==> src/rtl/bus_sequencer.sv <==
// ============================================================================
// bus_sequencer: external-bus sequencer driving busio select/strobe and memory
// strobes for single, locked RMW and burst transfers.  Rev 1.0
// ============================================================================
`default_nettype none

module bus_sequencer #(
  parameter int BURST   = 4,
  parameter int TIMEOUT = 127
) (
  input  logic                   clk_i,
  input  logic                   reset_i,
  input  logic                   request_i,
  input  logic [3:0]             opcode_i,
  input  logic                   ready_i,
  output logic [1:0]             arx_o,
  output logic                   ecx_o,
  output logic                   wrx_o,
  output logic                   astb_o,
  output logic                   rd_o,
  output logic                   wr_o,
  output logic                   lock_o,
  output logic [$clog2(BURST):0] widx_o,
  output logic                   done_o,
  output logic                   timeout_o,
  output logic                   badop_o
);

  localparam int WIDX_W = $clog2(BURST) + 1;
  localparam int CNT_W  = $clog2(TIMEOUT + 1);

  localparam logic [3:0] OP_DRD   = 4'd9;
  localparam logic [3:0] OP_DWR   = 4'd10;
  localparam logic [3:0] OP_RDMWR = 4'd11;
  localparam logic [3:0] OP_BTRWR = 4'd12;
  localparam logic [3:0] OP_BTRRD = 4'd13;

  localparam logic [WIDX_W-1:0] LAST_WORD = WIDX_W'(BURST - 1);
  localparam logic [CNT_W-1:0]  WAIT_LAST = CNT_W'(TIMEOUT - 1);

  typedef enum logic [2:0] {
    S_IDLE  = 3'd0,
    S_ADDR  = 3'd1,
    S_RD    = 3'd2,
    S_LATCH = 3'd3,
    S_WSET  = 3'd4,
    S_WR    = 3'd5
  } state_t;

  state_t              state_q, state_d;
  logic [3:0]          op_q, op_d;
  logic [WIDX_W-1:0]   widx_q, widx_d;
  logic [CNT_W-1:0]    wcnt_q, wcnt_d;
  logic                to_d, bad_d;
  logic [6:0]          strobes_d;
  logic                lock_d;

  always_comb begin
    state_d = state_q;
    op_d    = op_q;
    widx_d  = widx_q;
    wcnt_d  = wcnt_q;
    to_d    = 1'b0;
    bad_d   = 1'b0;

    // A request preempts whatever is in flight, including a pending timeout.
    if (request_i) begin
      op_d   = opcode_i;
      widx_d = '0;
      if (opcode_i >= OP_DRD && opcode_i <= OP_BTRRD) begin
        state_d = S_ADDR;
      end else begin
        state_d = S_IDLE;
        bad_d   = (opcode_i != 4'd0);
      end
    end else begin
      case (state_q)
        S_IDLE: state_d = S_IDLE;
        S_ADDR: state_d = (op_q == OP_DWR || op_q == OP_BTRWR) ? S_WSET : S_RD;
        S_RD: begin
          if (ready_i) begin
            state_d = S_LATCH;
          end else if (wcnt_q == WAIT_LAST) begin
            state_d = S_IDLE;
            to_d    = 1'b1;
          end else begin
            wcnt_d = wcnt_q + 1'b1;
          end
        end
        S_LATCH: begin
          if (op_q == OP_RDMWR) begin
            state_d = S_WSET;
          end else if (op_q == OP_BTRRD && widx_q != LAST_WORD) begin
            state_d = S_RD;
            widx_d  = widx_q + 1'b1;
          end else begin
            state_d = S_IDLE;
          end
        end
        S_WSET: state_d = S_WR;
        S_WR: begin
          if (ready_i) begin
            if (op_q == OP_BTRWR && widx_q != LAST_WORD) begin
              state_d = S_WSET;
              widx_d  = widx_q + 1'b1;
            end else begin
              state_d = S_IDLE;
            end
          end else if (wcnt_q == WAIT_LAST) begin
            state_d = S_IDLE;
            to_d    = 1'b1;
          end else begin
            wcnt_d = wcnt_q + 1'b1;
          end
        end
        default: state_d = S_IDLE;
      endcase
    end

    if (state_d != state_q || request_i) begin
      wcnt_d = '0;
    end
    if (state_d == S_IDLE) begin
      widx_d = '0;
    end
  end

  // Output decode works on the next state so the registered outputs line up
  // with the state they describe.
  always_comb begin
    case (state_d)
      S_ADDR:  strobes_d = {2'd0, 5'b10100};
      S_RD:    strobes_d = {2'd2, 5'b10010};
      S_LATCH: strobes_d = {2'd2, 5'b11000};
      S_WSET:  strobes_d = {2'd3, 5'b10000};
      S_WR:    strobes_d = {2'd3, 5'b10001};
      default: strobes_d = {2'd2, 5'b00000};
    endcase
    lock_d = (state_d != S_IDLE) && (op_d == OP_RDMWR);
  end

  always_ff @(posedge clk_i or posedge reset_i) begin
    if (reset_i) begin
      state_q   <= S_IDLE;
      op_q      <= 4'd0;
      widx_q    <= '0;
      wcnt_q    <= '0;
      arx_o     <= 2'd2;
      ecx_o     <= 1'b0;
      wrx_o     <= 1'b0;
      astb_o    <= 1'b0;
      rd_o      <= 1'b0;
      wr_o      <= 1'b0;
      lock_o    <= 1'b0;
      widx_o    <= '0;
      done_o    <= 1'b1;
      timeout_o <= 1'b0;
      badop_o   <= 1'b0;
    end else begin
      state_q   <= state_d;
      op_q      <= op_d;
      widx_q    <= widx_d;
      wcnt_q    <= wcnt_d;
      {arx_o, ecx_o, wrx_o, astb_o, rd_o, wr_o} <= strobes_d;
      lock_o    <= lock_d;
      widx_o    <= widx_d;
      done_o    <= (state_d == S_IDLE);
      timeout_o <= to_d;
      badop_o   <= bad_d;
    end
  end

endmodule

`default_nettype wire

==> config.mk <==
export PLATFORM = sky130hd
export DESIGN_NAME = bus_sequencer
export DESIGN_NICKNAME = d
export VERILOG_FILES = /design/src/rtl/bus_sequencer.sv
export SDC_FILE = /design/constraint.sdc
export NUM_CORES = 1
export LEC_CHECK = 0
export CAP_MARGIN = 20
export CORE_MARGIN = 3
export CORE_UTILIZATION = 53
export DETAILED_ROUTE_END_ITERATION = 10
export PLACE_DENSITY = 0.89
export SETUP_SLACK_MARGIN = 0.3
export SLEW_MARGIN = 10
export SYNTH_ARGS = -nofsm -noshare
export SYNTH_HDL_FRONTEND = slang
export SYNTH_SLANG_ARGS = --single-unit
==> constraint.sdc <==
create_clock -name clk_i -period 2.9 [get_ports clk_i]
set_input_delay 0.58 -clock clk_i [delete_from_list [all_inputs] [get_ports clk_i]]
set_output_delay 0.58 -clock clk_i [all_outputs]
set_load 0.01 [all_outputs]
# After elaboration in Yosys (flattened, before gate mapping)
# Index checks and enable logic that the tools add are counted.
dict set report totals {
  regBits 28
  inputBits 8
  out_inout_bits 14
}
dict set report op_classes {
  addsub 2
  magnitude_cmp 2
  n_eq_ne 25
  n_mux 30
  reduce_logical 14
}
# op count
set ops {}
lappend ops {{2-to-1 mux 3 bit} 13}
lappend ops {{2-to-1 mux 7 bit} 5}
lappend ops {{one-hot mux 7 bit (5 select lines)} 1}
lappend ops {{equality test 4 bit (second input constant)} 5}
lappend ops {{!= test 4 bit (second input constant)} 4}
lappend ops {{one-hot mux 3 bit (5 select lines)} 1}
lappend ops {{equality test 3 x 2 -> 1 bit (second input constant)} 4}
lappend ops {{equality test 3 bit (second input constant)} 4}
lappend ops {{nonzero test 4 bit} 2}
lappend ops {{adder 7 x 1 -> 7 bit (second input constant)} 1}
lappend ops {{equality test 7 bit (second input constant)} 1}
lappend ops {{2-to-1 mux 1 bit} 7}
lappend ops {{equality test 3 x 1 -> 1 bit (second input constant)} 2}
lappend ops {{!= test 2 x 1 -> 1 bit (second input constant)} 3}
lappend ops {{one-hot mux 3 bit (2 select lines)} 1}
lappend ops {{AND reduction 5 bit} 1}
lappend ops {{greater-or-equal comparator 4 bit (second input constant)} 1}
lappend ops {{<= comparator 4 bit (second input constant)} 1}
lappend ops {{logical AND 1 bit} 4}
lappend ops {{2-to-1 mux 4 bit} 1}
lappend ops {{AND reduction 4 bit} 1}
lappend ops {{adder 3 x 1 -> 3 bit (second input constant)} 1}
lappend ops {{logical NOT 3 bit} 1}
lappend ops {{!= test 3 x 2 -> 1 bit (second input constant)} 1}
lappend ops {{other kinds (6)} 7}

# Depth between registers and ports, before layout
# Gate-level depths: netlist of run 1.
dict set report depth {
  ltp_word 10
  mapped_depth 8
}

# Least setup slack after synthesis of run 1
# No wires, ideal clock.
dict set report synth_timing {
  kind {register -> register}
  start {reg widx_q[0]}
  end {reg rd_o}
  setup_time_ns 0.086
  arrival_ns 2.115
  required_time_ns 2.814
  setup_slack_ns 0.699
  path_stages_with_launch 9
  path_buffers 0
  path_cell_list {dfrtp_1 ha_1 ha_1 and4bb_2 a21boi_0 o22ai_1 nand2_1 ha_1 nor3_1}
}
dict set report synth_via {
  elab_chain_len 8
  word_cells_on_any_way 15
}
# item line
set synth_lines {}
lappend synth_lines {{start: declaration} 52} ;# logic [WIDX_W-1:0] widx_q, widx_d;
lappend synth_lines {{start signal: assignment} 162} ;# widx_q <= widx_d;
lappend synth_lines {{!= test 3 x 2 -> 1 bit (*)} {93, 103}}
lappend synth_lines {{logical AND 1 bit (on tied branches)} {93, 103}}
lappend synth_lines {{2-to-1 mux 2 bit / 2-to-1 mux 3 bit (equally long branches)} {93, 103}}
lappend synth_lines {{2-to-1 mux 3 bit (on tied branches)} {91, 102}}
lappend synth_lines {{one-hot mux 3 bit (5 select lines) (*)} 77} ;# case (state_q)
lappend synth_lines {{2-to-1 mux 3 bit (*)} 67} ;# if (request_i) begin
lappend synth_lines {{equality test 3 bit (tied with other cells)} 131} ;# case (state_d)
lappend synth_lines {{one-hot mux 7 bit (5 select lines) (*)} 131}
lappend synth_lines {{via strobes_d[1]} 55} ;# logic [6:0] strobes_d;
lappend synth_lines {{end signal: assignment} 164} ;# {arx_o, ecx_o, wrx_o, astb_o, rd_o, wr_o} <= strobes_d;
lappend synth_lines {{end: declaration} 20} ;# output logic rd_o,
# Mark *: on every way through the listed nets, which the timed path passes. The rest lies on a longest branch.
# A chain may end at the register's enable or synchronous reset.

# Worst setup path in the final report of run 1
dict set report layout_timing {
  start {reg widx_q[0]}
  end {reg wrx_o}
}
dict set report layout_via {
  elab_chain_len 8
  word_cells_on_any_way 15
}
# item line
set layout_lines {}
lappend layout_lines {{!= test 3 x 2 -> 1 bit (*)} {93, 103}}
lappend layout_lines {{logical AND 1 bit (on tied branches)} {93, 103}}
lappend layout_lines {{2-to-1 mux 2 bit / 2-to-1 mux 3 bit (equally long branches)} {93, 103}}
lappend layout_lines {{2-to-1 mux 3 bit (on tied branches)} {91, 102}}
lappend layout_lines {{one-hot mux 3 bit (5 select lines) (*)} 77}
lappend layout_lines {{2-to-1 mux 3 bit (*)} 67}
lappend layout_lines {{equality test 3 bit (tied with other cells)} 131}
lappend layout_lines {{one-hot mux 7 bit (5 select lines) (*)} 131}
lappend layout_lines {{via strobes_d[3]} 55}
lappend layout_lines {{end signal: assignment} 164}
lappend layout_lines {{end: declaration} 18} ;# output logic wrx_o,
# Marks and branches as above.

==> results.yml, run 1 <==
status:
  status: "finished, final reports clean"
timing:
  slew_headroom_pct: 68.5
  timing.final.crit_share_pct: 80.3
  setup_viol: 0
  clock.fmax_ghz: 0.429
  slew_violations: 0
  tns_ps: 0
  rsz0062_at_grt: "false"
  hold_ws_ps: 570
  finalHoldViolations: 0
  period_minus_slack_ps: 2330
  finClkSkew_ps: 8.47
  fin_ws_ps: 570
  tightestPinTransition_ps: 469
final_layout:
  n_fill_cell: 204
  num-nets-final: 176
  drive_above_1_share_pct: 16.7
  num_antenna_cells: 0
  syn2layout_area_growth_pct: 17.9
  stdcell_count: 192
  seq_area_um2: 703
  final_common_cell: "dfrtp_1"
  finish.utilization_pct: 69.1
  final_cell_mix: "dfrtp_1 (26), clkdlybuf4s50_1 (21), nor2_1 (11), inv_1 (9), nand2_1 (8)"
  multiInputGateArea_um2: 764
grt:
  grt_pass1_vias: 1144
  grt_max_degree: 29
  antenna_found_initial: 0
  grt_first_pass_wirelength_um: 5440
  overflow: 0
  grtUsageTotal_pct: 20.4
placed_design:
  post-place-ws_ps: 379
  gp_congestion: 0.880
  port_buffers: 21
  dp_cells: 188
  dp_hpwl_um: 2320
yosys:
  syn_inst: 141
  synthArstFlopShare_pct: 100
  ys_types: 51
  ys_seq_area_share_pct: 46.0
  synth_warnings: 0
  syn_avg_cell_area_um2: 10.9
  synth_ff_type: "dfrtp_1"
  syn-num-nets: 154
  synth_edf_count: 0
  syn-cell-area_mm2: 0.00153
  ys_seq_elements: 28
setup_path:
  crit_top_cell: "ha_1"
  critical_path_depth: 8
  worstSetupStartpointType: "register"
  slowest_delay_ps: 440
  cpMaxStageDelayCell: "dfrtp_1"
  path_max_fanout: 4
  critical_path_arrival_ps: 2600
  worstRegToRegCells: 8
  path_class: "reg -> reg"
  cp_cell_sequence: "ha_1 > ha_1 > and4bb_2 > a21boi_0 > o22ai_1 > nand2_1 > ha_1 > nor3_1"
  worstSetupEndpointType: "register"
  critical_path.top_delay_family: "adder cells"
  required_ps: 3170
  path_buf_inv: 0
die:
  start_util_pct: 58.6
  die-area_mm2: 0.00357
  die_h_um: 59.7
  core_mm2: 0.00261
  placementRows: 18
  pin_count: 22
  die_w_um: 59.7
clocking:
  cts_hold_buf: 0
  post-cts-setup-buffers: 0
  cts_tree: "done"
  clock_path_buffers: 2
  cts_resized: 0
  clock-root-buffer: "clkbuf_4"
  htree_levels: 1
  numCtsBuffers: 3
  clk_pin_slew_worst_paths_ps: 140
  worstSkewPairLatency_ps: 330
  cts_num_sinks: 28
drt:
  finalWirelength_um: 3050
  dr.pass1.iters: 4
  post-route-drc-count: 0
  num_vias: 1130
  drt-initial-drc-count: 45
  wl_per_cell_um: 15.9
  ant_nets: 0
  vias_per_cell: 5.89
pwr:
  vdd.ir_drop.worst_mv: 0.290
  leakage_uw: 0.000759
  p_per_area_mw_per_mm2: 380
worst_hold_path:
  worstHoldPathCells: 2
  min_path_type: "reg -> reg"
flow_run:
  max-cap-violations: 0
metal layers:
layer	routed length, um	up-vias	GRT usage [%]
met5	0	-	0
met4	69	0	9.18
met3	94	7	4.32
met2	1550	22	32.9
met1	1330	551	26.2
li1	-	550	-
cell type report:
type | instances | area share, %
Inverter | 10 | 2.08
Clock buffer | 4 | 2.01
Timing Repair Buffer | 23 | 12.5
Multi-Input combinational cell | 97 | 42.4
Tap cell | 30 | 2.08
Sequential cell | 28 | 39.0
worst paths after layout:
check / to / slack, ps / from
min: wcnt_q[6] / 570 / wcnt_q[6]
max: wrx_o / 570 / widx_q[0]
max in group asynchronous: done_o / 2010 / reset_i
max reg2reg: wrx_o / 570 / widx_q[0]
min reg2reg: wcnt_q[6] / 570 / wcnt_q[6]
min in group asynchronous: wcnt_q[3] / 580 / reset_i
worst reg2reg max path, stage by stage, from the launching register on:
cell and delay (ps):
dfrtp_1 440, ha_1 210, ha_1 180, and4bb_2 330
a21boi_0 90, o22ai_1 280, nand2_1 170, ha_1 370
nor3_1 190
synth_stat cells, drive strengths merged (2+ instances only):
library cell	count	area, um^2
dfrtp	26	651
nor2	14	73.8
inv	10	37.5
nand2	8	30.0
nor3	7	40.0
ha	5	62.6
xnor2	5	43.8
a21oi	4	20.0
clkbuf	4	15.0
mux2	4	45.0
nand2b	4	25.0
nor4	4	37.5
o21ai	4	20.0
a211oi	3	27.5
nand3b	3	22.5
nand4b	3	26.3
o31ai	3	36.3
a21boi	2	15.0
a21o	2	22.5
buf	2	10.0
dfstp	2	52.6
nand3	2	10.0
nor3b	2	15.0
power breakdown:
group / total, uW / leakage, uW / internal, uW / switching [uW]
registers: 416 / 0.000372 / 403 / 12.6
logic: 81.7 / 0.000366 / 39.0 / 42.7
clock network: 188 / 0.0000210 / 77.1 / 111
state kept, by name, indices dropped and copies added, names as in the netlist:
name	flops
timeout_o	1
widx_q	3
lock_o	1
state_q	3
wrx_o	1
rd_o	1
done_o	1
badop_o	1
astb_o	1
wcnt_q	7
wr_o	1
op_q	4
arx_o	2
ecx_o	1
metrics by stage:
stage	instance area (um^2)	power, uW
floorplan	1530	470
global placement	1770	500
detailed placement	1770	505
CTS	1800	695
global route	1800	720
finish	1800	685
kinds of logic after synthesis:
group	Yosys count	share of synthesized area, %
flops	28	46.0
xor+xnor	6	3.43
compound gates	28	15.4
fa+ha+maj	5	4.09
mux	5	3.60
buf+inv	16	4.09
simple gates	53	23.5
(Power assumes the default switching activity.)
==> run 2: changes to the inputs <==
clock period = 2.3 ns   (was 2.9 ns; I/O delays follow)
==> run 2 against run 1 <==
Against the previous run: core utilization is 7.1 points higher; clock power is 74% higher; largest power group unchanged; die area stayed put.
==> results.yml, run 2 (synthesis gave the netlist of run 1 again) <==
status:
  status: "finished, final reports clean"
pwr:
  seqPwrFrac_pct: 53.9
  p_switching_uw: 232
  p_sw_share_pct: 23.8
  p_per_area_mw_per_mm2: 491
  internal-power_uw: 744
  vdd.ir_drop.worst_mv: 0.401
  leakage_uw: 0.000849
  comb_power_share_pct: 12.5
  pwr-share-clk_pct: 33.5
die:
  die_h_um: 59.7
  placementRows: 18
  start_util_pct: 58.6
  die-area_mm2: 0.00357
  die_w_um: 59.7
  core_mm2: 0.00261
  pin_count: 22
setup_path:
  critical_path_arrival_ps: 2310
  cpMaxStageDelayCell: "dfrtp_1"
  path_class: "reg -> reg"
  required_ps: 2560
  slowest_delay_ps: 430
  cp_cell_sequence: "ha_2 > ha_2 > and4bb_2 > nand3b_1 > a21oi_2 > o21a_1 > ha_4 > nor3_4"
  worstSetupEndpointType: "register"
  worstSetupStartpointType: "register"
  crit_top_cell: "ha_2"
  path_max_fanout: 4
final_layout:
  largest_reg_flops: 7
  stdcell_count: 205
  n_fill_cell: 166
  num_antenna_cells: 0
  final_cell_mix: "dfrtp_1 (25), clkdlybuf4s50_1 (21), buf_4 (15), nor2_1 (10), inv_1 (9)"
  final_common_cell: "dfrtp_1"
  seq_area_um2: 704
  fin_area_mm2: 0.00199
  top_regs: "wcnt_q (7), op_q (4)"
  multiInputGateArea_um2: 835
  syn2layout_area_growth_pct: 30.0
  finish.utilization_pct: 76.1
  num-nets-final: 189
  drive_above_1_share_pct: 29.7
  top_register: "wcnt_q"
timing:
  tns_ps: 0
  tightestPinTransition_ps: 424
  timing.final.crit_share_pct: 88.9
  slew_headroom_pct: 71.7
  rsz0062_at_grt: "true"
  setup_viol: 0
  period_minus_slack_ps: 2050
  clock.fmax_ghz: 0.489
  finClkSkew_ps: 5.26
  finalHoldViolations: 0
  fin_ws_ps: 255
  slew_violations: 0
drt:
  vias_per_cell: 6.02
  drt-initial-drc-count: 69
  post-route-drc-count: 0
  num_vias: 1235
  finalWirelength_um: 3600
  dr.pass1.iters: 4
  wl_per_cell_um: 17.5
  ant_nets: 0
grt:
  grt_pass1_vias: 1336
  overflow: 0
  grtUsageTotal_pct: 23.1
  grt_max_degree: 29
  grt_first_pass_wirelength_um: 6130
  antenna_found_initial: 0
flow_run:
  max-cap-violations: 0
clocking:
  clock-root-buffer: "clkbuf_4"
  clock_path_buffers: 2
  htree_levels: 1
  numCtsBuffers: 3
  cts_hold_buf: 0
  cts_num_sinks: 28
  cts_tree: "done"
  worstSkewPairLatency_ps: 330
  clk_pin_slew_worst_paths_ps: 160
placed_design:
  dp_hpwl_um: 2430
  port_buffers: 21
  post-place-ws_ps: 52.8
  dp_cells: 190
  dpl-instance-area_mm2: 0.00181
  gp_congestion: 0.876
worst_hold_path:
  min_path_type: "in -> async"
run 2: changes by cell type in the layout (fill, tap and decap cells not counted), sizes merged:
cell / before / now
bufinv: 0 / 1
clkbuf: 4 / 3
buf: 2 / 15
run 2: through the flow:
step	hold slack (ps)	total power, uW
after floorplan	510	594
after global placement	531	636
after detailed placement	534	642
after CTS	485	971
after global routing	513	1010
final	473	976
run 2: routing by layer:
| layer | up-vias | global-route usage [%] | share of wire [%] |
|---|---|---|---|
| li1 | 578 | - | - |
| met3 | 4 | 3.89 | 4.1 |
| met4 | 0 | 8.23 | 1.2 |
| met2 | 35 | 40.3 | 54 |
| met1 | 618 | 28.4 | 41 |
| met5 | - | 0 | 0 |
run 2: path summary, 6_finish.rpt:
| check | startpoint | end | slack (ps) | cells past startpoint |
|---|---|---|---|---|
| worst max register to register | widx_q[1] | wrx_o | 250 | 8 |
| worst min register to register | wcnt_q[6] | wcnt_q[6] | 590 | 2 |
| max in group asynchronous | reset_i | done_o | 1520 | 3 |
| worst max-delay path | widx_q[1] | wrx_o | 250 | 8 |
| worst min-delay path | reset_i | timeout_o | 470 | 3 |
| min in group clk_i | wcnt_q[6] | wcnt_q[6] | 590 | 2 |
run 2: area by class of cell:
| type | instances | share of cell area (%) |
|---|---|---|
| inverter | 10 | 1.89 |
| multi-input combinational | 97 | 41.9 |
| clock inverter | 1 | 1.51 |
| tap | 30 | 1.89 |
| clock buffer | 3 | 1.13 |
| timing repair buffer | 36 | 16.2 |
| sequential | 28 | 35.4 |
run 2: timing repair:
item | CTS | global route
buffers inserted | 5 | 6
endpoints found under the setup margin | 4 | 15
resized for setup | 8 | 3
pin swaps | 7 | 3
run 2: power groups by stage:
stage                     Clock [uW]  Sequential (uW)  Combinational, uW
final                            327              527                122
after global routing             350              529                132
after CTS                        330              524                116
after detailed placement           0              533                109
after global placement             0              531                105
after floorplan                    0              527               66.6
run 2: critical path: cells and delay by family, from the launching register on:
kind	cells	cell delay [ps]
AND/OR/NAND/NOR	3	620
AO/OA/AOI/OAI	2	350
adder cells (fa/ha/maj)	3	560
flip-flops	1	430
==> run 3: changes to the inputs <==
CORE_UTILIZATION = 48   (was 53)
PLACE_DENSITY = 0.86   (was 0.89)
clock period = 1.6 ns   (was 2.3 ns; I/O delays follow)
==> run 3 against run 2 <==
Against the previous run: the flow now finishes with violations (setup timing); sequential power rose by 42%; clock power is 40% higher; critical path depth stayed put; total power up 46%; die area rose by 9.4%; maximum frequency rose by 1.6%; highest routed layer unchanged.
==> results.yml, run 3 (synthesis gave the netlist of run 1 again) <==
final_layout:
  top_register: "wcnt_q"
  top_regs: "wcnt_q (7), op_q (4)"
  final_cell_mix: "buf_4 (35), dfrtp_1 (26), buf_6 (17), nor2_1 (10), clkbuf_2 (8)"
  drive_above_1_share_pct: 51.9
  multiInputGateArea_um2: 900
  num_antenna_cells: 0
  seq_area_um2: 703
  stdcell_count: 250
  finish.utilization_pct: 80.2
  largest_reg_flops: 7
  final_common_cell: "buf_4"
  syn2layout_area_growth_pct: 52.1
  n_fill_cell: 174
  num-nets-final: 222
clocking:
  clock-root-buffer: "clkbuf_4"
  clock_path_buffers: 2
  cts_tree: "done"
  numCtsBuffers: 3
  cts_num_sinks: 28
  worstSkewPairLatency_ps: 330
  htree_levels: 1
  clk_pin_slew_worst_paths_ps: 140
setup_path:
  crit_top_cell: "ha_4"
  path_max_fanout: 4
  path_buf_inv: 0
  slowest_delay_ps: 420
  worstSetupEndpointType: "register"
  critical_path.top_delay_family: "adder cells"
  path_class: "reg -> reg"
  critical_path_arrival_ps: 2280
  required_ps: 1870
  cpMaxStageDelayCell: "dfrtp_1"
  cp_cell_sequence: "ha_2 > ha_4 > and4bb_2 > nand3b_1 > a21oi_2 > o21a_1 > ha_4 > nor3_4"
  worstSetupStartpointType: "register"
flow_run:
  max-cap-violations: 0
timing:
  timing.final.crit_share_pct: 126
  rsz0062_at_grt: "true"
  tns_ps: -5380
  clock.fmax_ghz: 0.497
  period_minus_slack_ps: 2010
  finalHoldViolations: 0
  tightestPinTransition_ps: 354
  finClkSkew_ps: 4.10
  fin_ws_ps: -414
  slew_violations: 0
  setup_viol: 20
  slew_headroom_pct: 76.4
die:
  die_w_um: 62.5
  core_mm2: 0.00290
  start_util_pct: 52.8
  die-area_mm2: 0.00390
  placementRows: 19
  die_h_um: 62.5
  pin_count: 22
drt:
  num_vias: 1388
  wl_per_cell_um: 16.5
  finalWirelength_um: 4120
  ant_nets: 0
  dr.pass1.iters: 4
  vias_per_cell: 5.55
  post-route-drc-count: 0
  drt-initial-drc-count: 104
pwr:
  pwr-share-clk_pct: 32.3
  comb_power_share_pct: 15.2
  leakage_uw: 0.00107
  p_switching_uw: 333
  vdd.ir_drop.worst_mv: 0.475
  seqPwrFrac_pct: 52.5
  p_per_area_mw_per_mm2: 611
  internal-power_uw: 1090
  p_sw_share_pct: 23.4
grt:
  grt_max_degree: 29
  overflow: 0
  met1_usage_pct: 24.0
  antenna_found_initial: 0
  grt_busiest_layer: "met2"
  grt_use_met2_pct: 37.2
  grt_util_met3_pct: 2.88
  grt_pass1_vias: 1412
  grtUsageTotal_pct: 20.4
  grt_first_pass_wirelength_um: 6490
status:
  status: "complete, but fails checks"
  violations: "setup timing"
placed_design:
  port_buffers: 21
  dp_cells: 229
  post-place-ws_ps: -365
  dp_hpwl_um: 2600
  gp_congestion: 0.871
worst_hold_path:
  min_path_type: "in -> async"
==> run 3: cell types whose count changed in the layout (fill, tap and decap cells not counted), moves of 2 or more <==
cell             change
clkbuf_2             +8
buf_4               +20
ha_4                 +2
inv_2                +2
clkdlybuf4s50_1     -14
buf_6               +17
inv_1                -3
==> run 3: worst min-delay path: cells and delay by family <==
kind / cells / cell delay, ps
buffers and inverters: 3 / 770
==> run 3: area by class of cell <==
cell class	count	share of cell area, %
multi-input cells	97	38.7
flip-flops and latches	28	30.2
inverters	10	1.72
clock buffers	3	0.968
clock inverters	1	1.29
repair buffers	69	24.9
well taps	42	2.26
==> run 3: path summary, 6_finish.rpt <==
check	start	end	slack, ps	cells after the start
hold reg to reg	wcnt_q[1]	wcnt_q[1]	610	2
setup / recovery	widx_q[1]	rd_o	-410	8
max in group asynchronous	reset_i	done_o	970	3
hold / removal	reset_i	wcnt_q[0]	330	3
setup reg to reg	widx_q[1]	rd_o	-410	8
min in group clk_i	wcnt_q[1]	wcnt_q[1]	610	2
==> run 3: power by group through the flow <==
stage	Sequential [uW]	Combinational (uW)	Clock, uW
3_3_place_gp	757	185	0
6_report	747	216	459
3_5_place_dp	759	191	0
4_1_cts	747	201	463
2_1_floorplan	758	98.7	0
5_1_grt	750	232	497
==> run 3: timing repair <==
item	CTS	global route
endpoints found under the setup margin	36	36
pin swaps	5	9
gates resized for setup	57	23
hold buffers	0	0
setup buffers	11	5
cloned	1	0
==> run 3: metrics by stage <==
stage	area, um^2	hold slack (ps)	power (uW)
finish	2330	332	1420
global route	2330	356	1480
CTS	2260	342	1410
detailed placement	2050	582	950
global placement	2050	574	941
floorplan	1580	384	856
==> run 3: layer usage <==
layer	part of all wire, %	vias to the layer above
met3	4.1	7
met2	56	43
met4	1.4	0
met5	0	-
met1	38	694
li1	-	644
